### src/rtl/tt_um_ternary_mac.sv
// rtl/tt_um_ternary_mac.sv - ternary-weight matrix-vector MAC with streaming in/out
// Define TERNARY_MAC_SAT_EN to saturate results to the IN_W signed range.
module tt_um_ternary_mac #(
  parameter int MAX_IN_LEN   = 16,
  parameter int MAX_OUT_LEN  = 8,
  parameter int WIDTH        = 2,
  parameter int IN_W         = 8,
  parameter int MAX_IN_BITS  = $clog2(MAX_IN_LEN),
  parameter int MAX_OUT_BITS = $clog2(MAX_OUT_LEN),
  parameter int ACC_W        = IN_W + MAX_IN_BITS + 1
) (
  input  logic                                  clk,
  input  logic                                  rst_n,
  input  logic                                  ena,
  input  logic [WIDTH*MAX_IN_LEN*MAX_OUT_LEN-1:0] ui_weights,
  input  logic [MAX_IN_BITS+MAX_OUT_BITS-1:0]   ui_param,
  input  logic                                  ui_start,
  input  logic [IN_W-1:0]                       ui_in_data,
  input  logic                                  ui_in_valid,
  output logic                                  uo_in_ready,
  output logic [ACC_W-1:0]                      uo_out_data,
  output logic                                  uo_out_valid,
  input  logic                                  ui_out_ready,
  output logic                                  uo_out_last,
  output logic                                  uo_busy,
  output logic                                  uo_done
);

  typedef enum logic [1:0] {IDLE, ACCUM, DRAIN} state_t;

  state_t                   state, state_nxt;
  logic [MAX_IN_BITS-1:0]   in_cnt, in_last;
  logic [MAX_OUT_BITS-1:0]  out_cnt, out_last;
  logic signed [ACC_W-1:0]  acc   [MAX_OUT_LEN];
  logic signed [ACC_W-1:0]  delta [MAX_OUT_LEN];
  logic [WIDTH-1:0]         wmat  [MAX_IN_LEN][MAX_OUT_LEN];
  logic signed [ACC_W-1:0]  x_ext, acc_sel, out_val;
  logic                     in_fire, out_fire, done_q;

  // Reshape the flat weight bus so the current input row can be indexed by in_cnt.
  for (genvar gi = 0; gi < MAX_IN_LEN; gi++) begin : g_row
    for (genvar gj = 0; gj < MAX_OUT_LEN; gj++) begin : g_col
      assign wmat[gi][gj] = ui_weights[gi*WIDTH*MAX_OUT_LEN + gj*WIDTH +: WIDTH];
    end
  end

  assign x_ext    = {{(ACC_W-IN_W){ui_in_data[IN_W-1]}}, ui_in_data};
  assign in_fire  = uo_in_ready && ui_in_valid;
  assign out_fire = uo_out_valid && ui_out_ready;

  // Bit 0 enables the term, bit 1 selects negation (01=+1, 11=-1, x0=0).
  always_comb begin
    for (int j = 0; j < MAX_OUT_LEN; j++) begin
      delta[j] = '0;
      if (wmat[in_cnt][j][0]) delta[j] = wmat[in_cnt][j][1] ? -x_ext : x_ext;
    end
  end

  always_ff @(posedge clk or negedge rst_n) begin
    if (!rst_n) state <= IDLE;
    else        state <= state_nxt;
  end

  always_comb begin
    state_nxt = state;
    case (state)
      IDLE:    if (ena && ui_start)                     state_nxt = ACCUM;
      ACCUM:   if (in_fire && in_cnt == in_last)        state_nxt = DRAIN;
      DRAIN:   if (out_fire && out_cnt == out_last)     state_nxt = IDLE;
      default:                                          state_nxt = IDLE;
    endcase
  end

  always_comb begin
    acc_sel = acc[out_cnt];
`ifdef TERNARY_MAC_SAT_EN
    if ((&acc_sel[ACC_W-1:IN_W-1]) || !(|acc_sel[ACC_W-1:IN_W-1]))
      out_val = acc_sel;
    else
      out_val = {{(ACC_W-IN_W){acc_sel[ACC_W-1]}}, acc_sel[ACC_W-1], {(IN_W-1){~acc_sel[ACC_W-1]}}};
`else
    out_val = acc_sel;
`endif
    uo_in_ready  = ena && (state == ACCUM);
    uo_out_valid = ena && (state == DRAIN);
    uo_out_last  = uo_out_valid && (out_cnt == out_last);
    uo_out_data  = (state == DRAIN) ? out_val : '0;
    uo_busy      = (state != IDLE);
    uo_done      = done_q;
  end

  always_ff @(posedge clk or negedge rst_n) begin
    if (!rst_n) begin
      in_cnt   <= '0;
      in_last  <= '0;
      out_cnt  <= '0;
      out_last <= '0;
      done_q   <= 1'b0;
      for (int j = 0; j < MAX_OUT_LEN; j++) acc[j] <= '0;
    end else begin
      done_q <= out_fire && (out_cnt == out_last);
      if (ena) begin
        case (state)
          IDLE: if (ui_start) begin
            out_last <= ui_param[MAX_OUT_BITS-1:0];
            in_last  <= ui_param[MAX_IN_BITS+MAX_OUT_BITS-1:MAX_OUT_BITS];
            in_cnt   <= '0;
            out_cnt  <= '0;
            for (int j = 0; j < MAX_OUT_LEN; j++) acc[j] <= '0;
          end
          ACCUM: if (in_fire) begin
            for (int j = 0; j < MAX_OUT_LEN; j++) acc[j] <= acc[j] + delta[j];
            in_cnt <= in_cnt + 1'b1;
          end
          DRAIN: if (out_fire) out_cnt <= out_cnt + 1'b1;
          default: ;
        endcase
      end
    end
  end

endmodule

### config.mk
export PLATFORM = sky130hd
export DESIGN_NAME = tt_um_ternary_mac
export DESIGN_NICKNAME = d
export VERILOG_FILES = /design/src/rtl/tt_um_ternary_mac.sv
export SDC_FILE = /design/constraint.sdc
export NUM_CORES = 1
export LEC_CHECK = 0
export ABC_AREA = 1
export CAP_MARGIN = 20
export CORE_ASPECT_RATIO = 0.9
export CORE_UTILIZATION = 58
export CTS_CLUSTER_SIZE = 14
export DETAILED_ROUTE_END_ITERATION = 8
export PLACE_DENSITY = 0.95
export SYNTH_ARGS = -nofsm -noshare
export SYNTH_HDL_FRONTEND = slang
export SYNTH_SLANG_ARGS = --single-unit
export TNS_END_PERCENT = 30
### constraint.sdc
create_clock -name clk -period 4.9 [get_ports clk]
set_input_delay 0.49 -clock clk [delete_from_list [all_inputs] [get_ports clk]]
set_output_delay 0.49 -clock clk [all_outputs]
set_load 0.01 [all_outputs]
# [Yosys cells after proc, flatten, opt, wreduce, memory -nomap -nowiden]
# Index checks and enable logic that the tools add are counted.
# W data, S select, Z words.
[word_totals] memories=0 word_cells=91 mem_bits_ro=0 in_bits=277 latchBits=0 out_inout_bits=18 regBits=121 ramBits=0
[op_classes] reduce_logical=16 n_mux=36 multipliers=0 shift=0 n_addsub=11 div_mod_pow=0 magnitude_cmp=2 eq_ne=10 bitwise=2
[op_table] cell="$mux W13" n=19
[op_table] cell="$mux W104" n=2
[op_table] cell="$pmux W104 S2" n=1
[op_table] cell="$add A13 B13 Y13" n=8
[op_table] cell="$bmux W16 S4" n=1
[op_table] cell="$bmux W13 S3" n=1
[op_table] cell="$mux W16" n=2
[op_table] cell="$neg A8 Y13" n=1
[op_table] cell="$ne A2 B2 Y1 const B" n=6
[op_table] cell="$logic_and A1 B1 Y1" n=8
[op_table] cell="$mux W4" n=2
[op_table] cell="$pmux W4 S2" n=1
[op_table] cell="$reduce_and A4 Y1" n=2
[op_table] cell="$mux W2" n=3
[op_table] cell="$mux W3" n=2
[op_table] cell="$pmux W2 S3" n=1
[op_table] cell="$pmux W3 S2" n=1
[op_table] cell="$reduce_and A3 Y1" n=2
[op_table] cell="$reduce_bool A2 Y1" n=3
[op_table] cell="$ge A5 B5 Y1 const B" n=1
[op_table] cell="$not A4 Y5" n=1
[op_table] cell="$add A4 B1 Y4 const B" n=1
[op_table] cell="$eq A4 B4 Y1" n=1
[op_table] cell="$ge A4 B4 Y1 const B" n=1
[op_table] cell="other kinds (6)" n=6

# [Logic depth before layout (Yosys ltp)]
# Gate-level depths: netlist of the first run.
[logic_depth] word_depth=9 depth_mapped=23 mapped_depth_nobuf=20

# [Worst setup path before layout of the first run]
# OpenSTA, ideal clock, no wires.
[synth_path] path_type="register to register" start="register in_cnt[0]" end="register acc[64] in the netlist's numbering" setup_slack_ps=1817 period_less_slack_ps=3083 path_buffers=3 arrival_time_ps=2966 setup_ps=117 t_required_ps=4783 stages_incl_launch_ff=22 cell_sequence="dfrtp_1 -> buf_6 -> inv_6 -> buf_6 -> buf_6 -> nand2_1 -> nand2_1 -> nand2_1 -> nand3_1 -> nand3_1 -> nand2_2 -> inv_1 -> nor2_1 -> ha_1 -> inv_1 -> fa_1 -> o31ai_1 -> a21boi_0 -> o21ai_0 -> nand3_1 -> nand3_1 -> nand2_1"
[synth_via] elab_chain_cells=9
[synth_lines] item="start: declaration" line="32" rtl="logic [MAX_IN_BITS-1:0] in_cnt, in_last;"
[synth_lines] item="start signal: assignment" line="113" rtl="in_cnt <= in_cnt + 1'b1;"
[synth_lines] item="$not A4 Y5 (not written as such) *" line="55" rtl="if (wmat[in_cnt][j][0]) delta[j] = wmat[in_cnt][j][1] ? -x_ext : x_ext;"
[synth_lines] item="$bmux W16 S4 *" line="55"
[synth_lines] item="$mux W16 * (2 in series)"
[synth_lines] item="$mux W13" line="55"
[synth_lines] item="$mux W13 *" line="55"
[synth_lines] item="$add A13 B13 Y13 *" line="112" rtl="for (int j = 0; j < MAX_OUT_LEN; j++) acc[j] <= acc[j] + delta[j];"
[synth_lines] item="$mux W104 *" line="111" rtl="ACCUM: if (in_fire) begin"
[synth_lines] item="$pmux W104 S2 *" line="103" rtl="case (state)"
[synth_lines] item="end: declaration" line="34" rtl="logic signed [ACC_W-1:0] acc [MAX_OUT_LEN];"
# Every way passes the cells marked *; elsewhere a longest branch is shown, timed or not. The select of a mux whose other input is x is not followed.
# A chain may end at the register's enable or synchronous reset.

# [Worst setup path after layout of the first run]
[layout_path] start="register in_cnt[0]" end="register acc[77] in the netlist's numbering"
# Same word-level chain as after synthesis.

==> results of run 1 <==
worst min path at each step:
| stage | from | to | slack, ns | depth (start not counted) |
|---|---|---|---|---|
| 2_1_floorplan | rst_n | acc[0] | 0.19 | 0 |
| 3_3_place_gp | in_last[1] | in_last[1] | 0.47 | 2 |
| 3_5_place_dp | out_last[2] | out_last[2] | 0.48 | 2 |
| 4_1_cts | rst_n | acc[10] | 0.13 | 1 |
| 5_1_grt | rst_n | acc[10] | 0.14 | 1 |
| 6_report | rst_n | acc[10] | 0.08 | 1 |
power by group through the flow:
| stage | clock network [mW] | registers (mW) | logic (mW) |
|---|---|---|---|
| after global routing | 1.37 | 1.92 | 13.3 |
| after detailed placement | 0 | 1.86 | 11.5 |
| after global placement | 0 | 1.85 | 11.3 |
| after floorplan | 0 | 1.71 | 8.85 |
| after CTS | 1.32 | 1.86 | 11.6 |
| final | 1.34 | 1.88 | 12.0 |
per-stage QoR:
stage / util / hold WS [ns] / area [µm²] / total power [mW]
final: 0.7393 / 0.08312 / 17880 / 15.18
after detailed placement: 0.7143 / 0.4823 / 17280 / 13.40
after global routing: 0.7393 / 0.1399 / 17880 / 16.58
after CTS: 0.7393 / 0.1350 / 17880 / 14.82
after floorplan: - / 0.1944 / 14240 / 10.56
after global placement: 0.7143 / 0.4701 / 17280 / 13.11
Yosys cell counts, drive strengths merged:
cell type | number | area [µm²]
nand3 | 220 | 1151
a211oi | 18 | 140.1
o31ai | 10 | 75.07
clkinv | 6 | 22.52
buf | 63 | 387.9
ha | 99 | 1239
or2 | 2 | 12.51
a31oi | 24 | 150.1
nand4 | 9 | 56.30
clkbuf | 40 | 151.4
a21o | 19 | 142.6
inv | 280 | 1056
a21oi | 149 | 745.7
o21bai | 16 | 120.1
nor2 | 246 | 923.4
fa | 8 | 160.2
dfrtp | 121 | 3028
nor3 | 18 | 130.1
a221oi | 3 | 26.28
a22o | 6 | 52.55
a21boi | 17 | 127.6
o21ai | 245 | 1230
xor2 | 13 | 113.9
and2 | 8 | 50.05
xnor2 | 14 | 122.6
nand2 | 643 | 2461
o211ai | 21 | 157.7
o22ai | 33 | 206.5
cell usage in the layout (no fill, tap or decap), types with 13 or more instances in the layout:
cell type / Yosys / routed
nand2_1: 628 / 628
clkdlybuf4s50_1: 0 / 293
inv_1: 261 / 261
nor2_1: 246 / 246
o21ai_0: 224 / 224
nand3_1: 210 / 210
a21oi_1: 149 / 149
dfrtp_1: 121 / 120
ha_1: 99 / 99
o22ai_1: 33 / 33
buf_4: 6 / 25
a31oi_1: 24 / 24
o211ai_1: 21 / 21
o21ai_1: 20 / 20
a21o_1: 19 / 19
inv_2: 18 / 18
a211oi_1: 17 / 17
a21boi_0: 17 / 17
clkbuf_16: 0 / 17
o21bai_1: 16 / 16
xnor2_1: 14 / 14
nand2_2: 13 / 13
xor2_1: 13 / 13
sequential cells by signal, indices dropped and copies added (netlist names):
register  flops
acc         104
out_cnt       3
state         2
uo_done       1
in_cnt        4
out_last      3
in_last       4
critical path, stage by stage (launching register included):
cell,delay [ns]
dfrtp_4,0.50
inv_6,0.38
buf_4,0.32
o21ai_1,0.10
nand3_1,0.07
nand3_1,0.13
nand2_2,0.29
inv_2,0.10
nor2_1,0.11
ha_1,0.28
inv_1,0.11
fa_1,0.44
o31ai_1,0.44
a21boi_0,0.22
o21ai_0,0.29
nand3_1,0.13
nand3_1,0.10
nand2_1,0.06
area by class of cell:
cell class                 instances  area (µm²)
fill                            2027        6305
multi-input combinational       1841        9602
clock inverter                     8       117.6
inverter                         286        1079
tap                              308       385.4
sequential                       121        3032
clock buffer                      23       488.0
timing repair buffer             321        3181
layer usage:
metal / global-route usage / vias up
met2: 0.6751 / 1015
met3: 0.1036 / 165
li1: - / 8251
met4: 0.1881 / 0
met1: 0.5582 / 7967
met5: 0 / -
logic make-up (layout without fill, tap and decap cells):
family / after synthesis / count (layout) / share of synthesized area
simple gates: 1146 / 1146 / 0.3360
xor+xnor: 27 / 27 / 0.01661
flops: 121 / 121 / 0.2126
fa+ha+maj: 107 / 107 / 0.09823
compound gates: 561 / 561 / 0.2229
buf+inv: 389 / 638 / 0.1136
==> metrics.txt, run 1 <==
combinational power share=0.788; PD cells=849.1 nW/µm²; Startpoint Class=register; Fin. Hold Viols=0; gr ovfl total=0; post-synthesis sequential area ratio=0.2126; maximum fanout along the worst path=72; clock skew=0.01258 ns; maximum VDD drop=0.5229 mV; length of the first detailed-routing pass in iterations=6; Pint=around 6.4 mW; # setup viols final=0; ANT cells=0; Psw=8.810 mW; post-synth cell types=between 40 and 50; met1 wire length=between 20 and 25 mm; dpl ws=between 0.6 and 0.7 ns; crit path kind=reg2reg; DP Cell Count=2,877; DR WL met2=23.84 mm; die area=25,180 µm²; Die Y=150.7 µm; worst slew pin tran=approximately 1.1 ns; cells after synthesis=2,351; clock root buffer=clkbuf_16; clock period minus worst slack=4.223 ns; class of the worst hold path=in2async; Starting DRT DRC Count=2,183; sw frac=0.5802; largest net degree at the start of global routing=153; DRT antenna net count=0; Reg2Reg Launch Point=in_cnt[0]; TritonCTS buffer count=17; Tcrit/Tclk final=0.8618; P&R area growth vs syn=25.59%; share of cells above drive strength 1=0.04385; Clk pwr share=0.088; vias in the first global route=16,256; slack of the critical path=0.6769 ns; post-synthesis register bit count=about 120; H-tree depth=4; worst-case reg-to-reg path depth=17; worst skew pair latency=~0.44 ns; GR Util All Layers=0.4280; clock sinks=about 120; crit path DAT=4.54 ns; Flop pwr share=0.124; Final GP Congestion=about 1.1; number of max-cap violations=0; vias per cell=5.983; endpoint class of the critical path=register; row cnt=54; initial core utilization=0.5887; postcts setup bufs=0; Longest Clk Path Bufs=2; Die W=167.2 µm; Detail Placement HPWL=40.89 mm; slew margin rel.=0.2849; FMAX=236.8 MHz; final net count=2,972; Worst Path Required=5.22 ns; final cell count without fillers=2,908; leakage power=about 8.8 nW; status=finished, final reports clean; TritonCTS clock tree=done; r2r setup slk=0.68 ns; via count=17,398; syn avg cell area=6.057 µm²; Post-Route WL=53.95 mm; capturing point of the worst reg2reg path=acc[77]; Routed wire per std cell=18.55 µm; WL met3=5.868 mm; max-slew violations=0; first-pass GRT wire length=84.04 mm; Yosys Warn Count=0; crit path to=acc[77]; Critical Path Source=in_cnt[0]; CTS resizes=0; Clock Pin Slew Worst Setup and Hold Paths=0.06 ns; CTS Hold Bufs=0; RSZ-0062 raised after global routing=false; Final TNS setup=0 ns; initial antenna violation count=0; # DRC=0; io pins=about 300; post-synth net total=~2,700; core area=approximately 24,000 µm²; post-synthesis cell area=14,240 µm²; Top Metal Used=met4; IO Port Bufs=294
Note: power is estimated with default switching activity, not from simulation.
==> inputs of run 2 (changes only) <==
--- a/config.mk
+++ b/config.mk
@@ -12,6 +12,7 @@
 export CTS_CLUSTER_SIZE = 14
 export DETAILED_ROUTE_END_ITERATION = 8
 export PLACE_DENSITY = 0.95
+export RECOVER_POWER = 25
 export SYNTH_ARGS = -nofsm -noshare
 export SYNTH_HDL_FRONTEND = slang
 export SYNTH_SLANG_ARGS = --single-unit
==> run 2 against run 1 <==
  * The flow now finishes with violations (capacitance limit, slew limit)
  * Combinational power about the same
  * Sequential cell count unchanged
  * Fmax increased by 0.28%
  * Final area about the same
  * Largest power group unchanged
==> metrics.txt, run 2 (synthesis results as in run 1) <==
postcts setup bufs=0 (unchanged); core area=24,190 µm² (unchanged); vias in the first global route=16,256 (unchanged); Placement Cell Area=17,280 µm² (unchanged); Starting DRT DRC Count=2,184 (+0.046%); DRT antenna net count=0 (unchanged); commonest non-fill, non-tap cell in the layout=nand2_1; slack of the critical path=0.6886 ns (+0.01168 ns); via count=17,396 (-0.011%); clock sinks=121 (unchanged); PD cells=849.0 nW/µm² (about the same); # DRC=0 (unchanged); die area=25,180 µm² (unchanged); P&R area growth vs syn=25.53% (about the same); number of max-cap violations=2 (+2); failing checks=capacitance limit, slew limit; maximum VDD drop=0.5229 mV (about the same); vias per cell=5.982 (about the same); CTS resizes=0 (unchanged); WHS=0.4958 ns (+0.4126 ns); ANT cells=0 (unchanged); RSZ-0062 raised after global routing=false; initial core utilization=0.5887 (unchanged); io pins=295 (unchanged); Die W=167.2 µm (unchanged); Clock Pin Slew Worst Setup and Hold Paths=0.06 ns (about the same); Final GP Congestion=1.051 (unchanged); IO Port Bufs=294 (unchanged); FMAX=237.5 MHz (+0.28%); Longest Clk Path Bufs=2 (unchanged); Final TNS setup=0 ns (unchanged); Die Y=150.7 µm (unchanged); share of cells above drive strength 1=0.04308 (-0.0007692); final standard cell area without fillers=17,880 µm² (about the same); Fin. Hold Viols=0 (unchanged); first-pass GRT wire length=84.04 mm (unchanged); Detail Placement HPWL=40.89 mm (unchanged); clock period minus worst slack=4.211 ns (-0.01168 ns); Routed wire per std cell=18.54 µm (about the same); GR Util All Layers=0.4280 (unchanged); Post-Route WL=53.90 mm (about the same); Finished Core Util=0.7390 (about the same); H-tree depth=4 (unchanged); status=finished, violations left; dpl ws=0.6571 ns (unchanged); leakage power=8.806 nW (about the same); gr ovfl total=0 (unchanged); crit path kind=reg2reg; max reg flops=104 (unchanged); final net count=2,972 (unchanged); # setup viols final=0 (unchanged); class of the worst hold path=reg2reg; crit path DAT=4.53 ns (about the same); initial antenna violation count=0 (unchanged); worst slew pin tran=3.012 ns (+1.946 ns); Startpoint Class=register; slew margin rel.=-1.008 (-1.293); endpoint class of the critical path=register; worst skew pair latency=0.44 ns (about the same); register name with the most flops=acc; Tcrit/Tclk final=0.8595 (-0.002384); Top Registers=acc: 104 flops, in_cnt: 4 flops, in_last: 4 flops; row cnt=54 (unchanged); Multi-input gate area=9602 µm² (unchanged); max-slew violations=79 (+79); TritonCTS clock tree=done; TritonCTS buffer count=17 (unchanged); Filler cells=2,029 (+0.099%); Worst Path Required=5.22 ns (about the same); length of the first detailed-routing pass in iterations=6 (unchanged); clock root buffer=clkbuf_16; clock skew=0.01269 ns (+0.0001106 ns); maximum fanout along the worst path=72 (unchanged); CTS Hold Bufs=0 (unchanged); most frequent cells in the layout=nand2_1, clkdlybuf4s50_1, inv_1, nor2_1, o21ai_0; largest net degree at the start of global routing=153 (unchanged); Storage cell area=3032 µm² (unchanged)
==> run 2: final cells by class <==
class | count | area share
multi-input cells | 1841 | 0.5371
repair buffers | 321 | 0.1775
flip-flops and latches | 121 | 0.1696
inverters | 286 | 0.06033
clock buffers | 23 | 0.02730
well taps | 308 | 0.02156
clock inverters | 8 | 0.006579
==> run 2: report_power, final <==
group          internal [mW]  switching, mW  total (mW)
Clock                  0.847          0.491        1.34
Sequential              1.46          0.414        1.88
Combinational           4.06           7.90        12.0
==> run 2: worst max-delay path: stages, from the launching register on <==
cell      delay, ns
dfrtp_4        0.50
inv_6          0.38
buf_4          0.32
o21ai_1        0.10
nand3_1        0.07
nand3_1        0.13
nand2_2        0.29
inv_2          0.10
nor2_1         0.11
ha_1           0.28
inv_1          0.11
fa_1           0.44
o31ai_1        0.44
a21boi_0       0.22
o21ai_0        0.29
nand3_1        0.13
nand3_1        0.10
nand2_1        0.06
==> run 2: per-stage QoR <==
stage | total power [mW] | instances
final | 15.18 | 2908
after global routing | 16.58 | 2908
after CTS | 14.82 | 2908
after detailed placement | 13.40 | 2877
after global placement | 13.11 | 2877
after floorplan | 10.56 | 2351
==> run 2: per-layer routing <==
| metal | global-route usage | vias up | wire length [µm] |
|---|---|---|---|
| li1 | - | 8253 | - |
| met1 | 0.5582 | 7960 | 21920 |
| met2 | 0.6751 | 1020 | 23890 |
| met3 | 0.1036 | 163 | 5901 |
| met4 | 0.1881 | 0 | 2188 |
| met5 | 0 | - | 0 |
==> run 2: worst paths after layout <==
| check | from | to | slack (ns) | cells after the start |
|---|---|---|---|---|
| max in group asynchronous | rst_n | acc[67] | 1.25 | 2 |
| worst min register to register | out_last[2] | out_last[2] | 0.50 | 2 |
| worst min-delay path | out_last[2] | out_last[2] | 0.50 | 2 |
| worst max register to register | in_cnt[0] | acc[77] | 0.69 | 17 |
| min in group asynchronous | rst_n | acc[10] | 1.02 | 1 |
| worst max-delay path | in_cnt[0] | acc[77] | 0.69 | 17 |
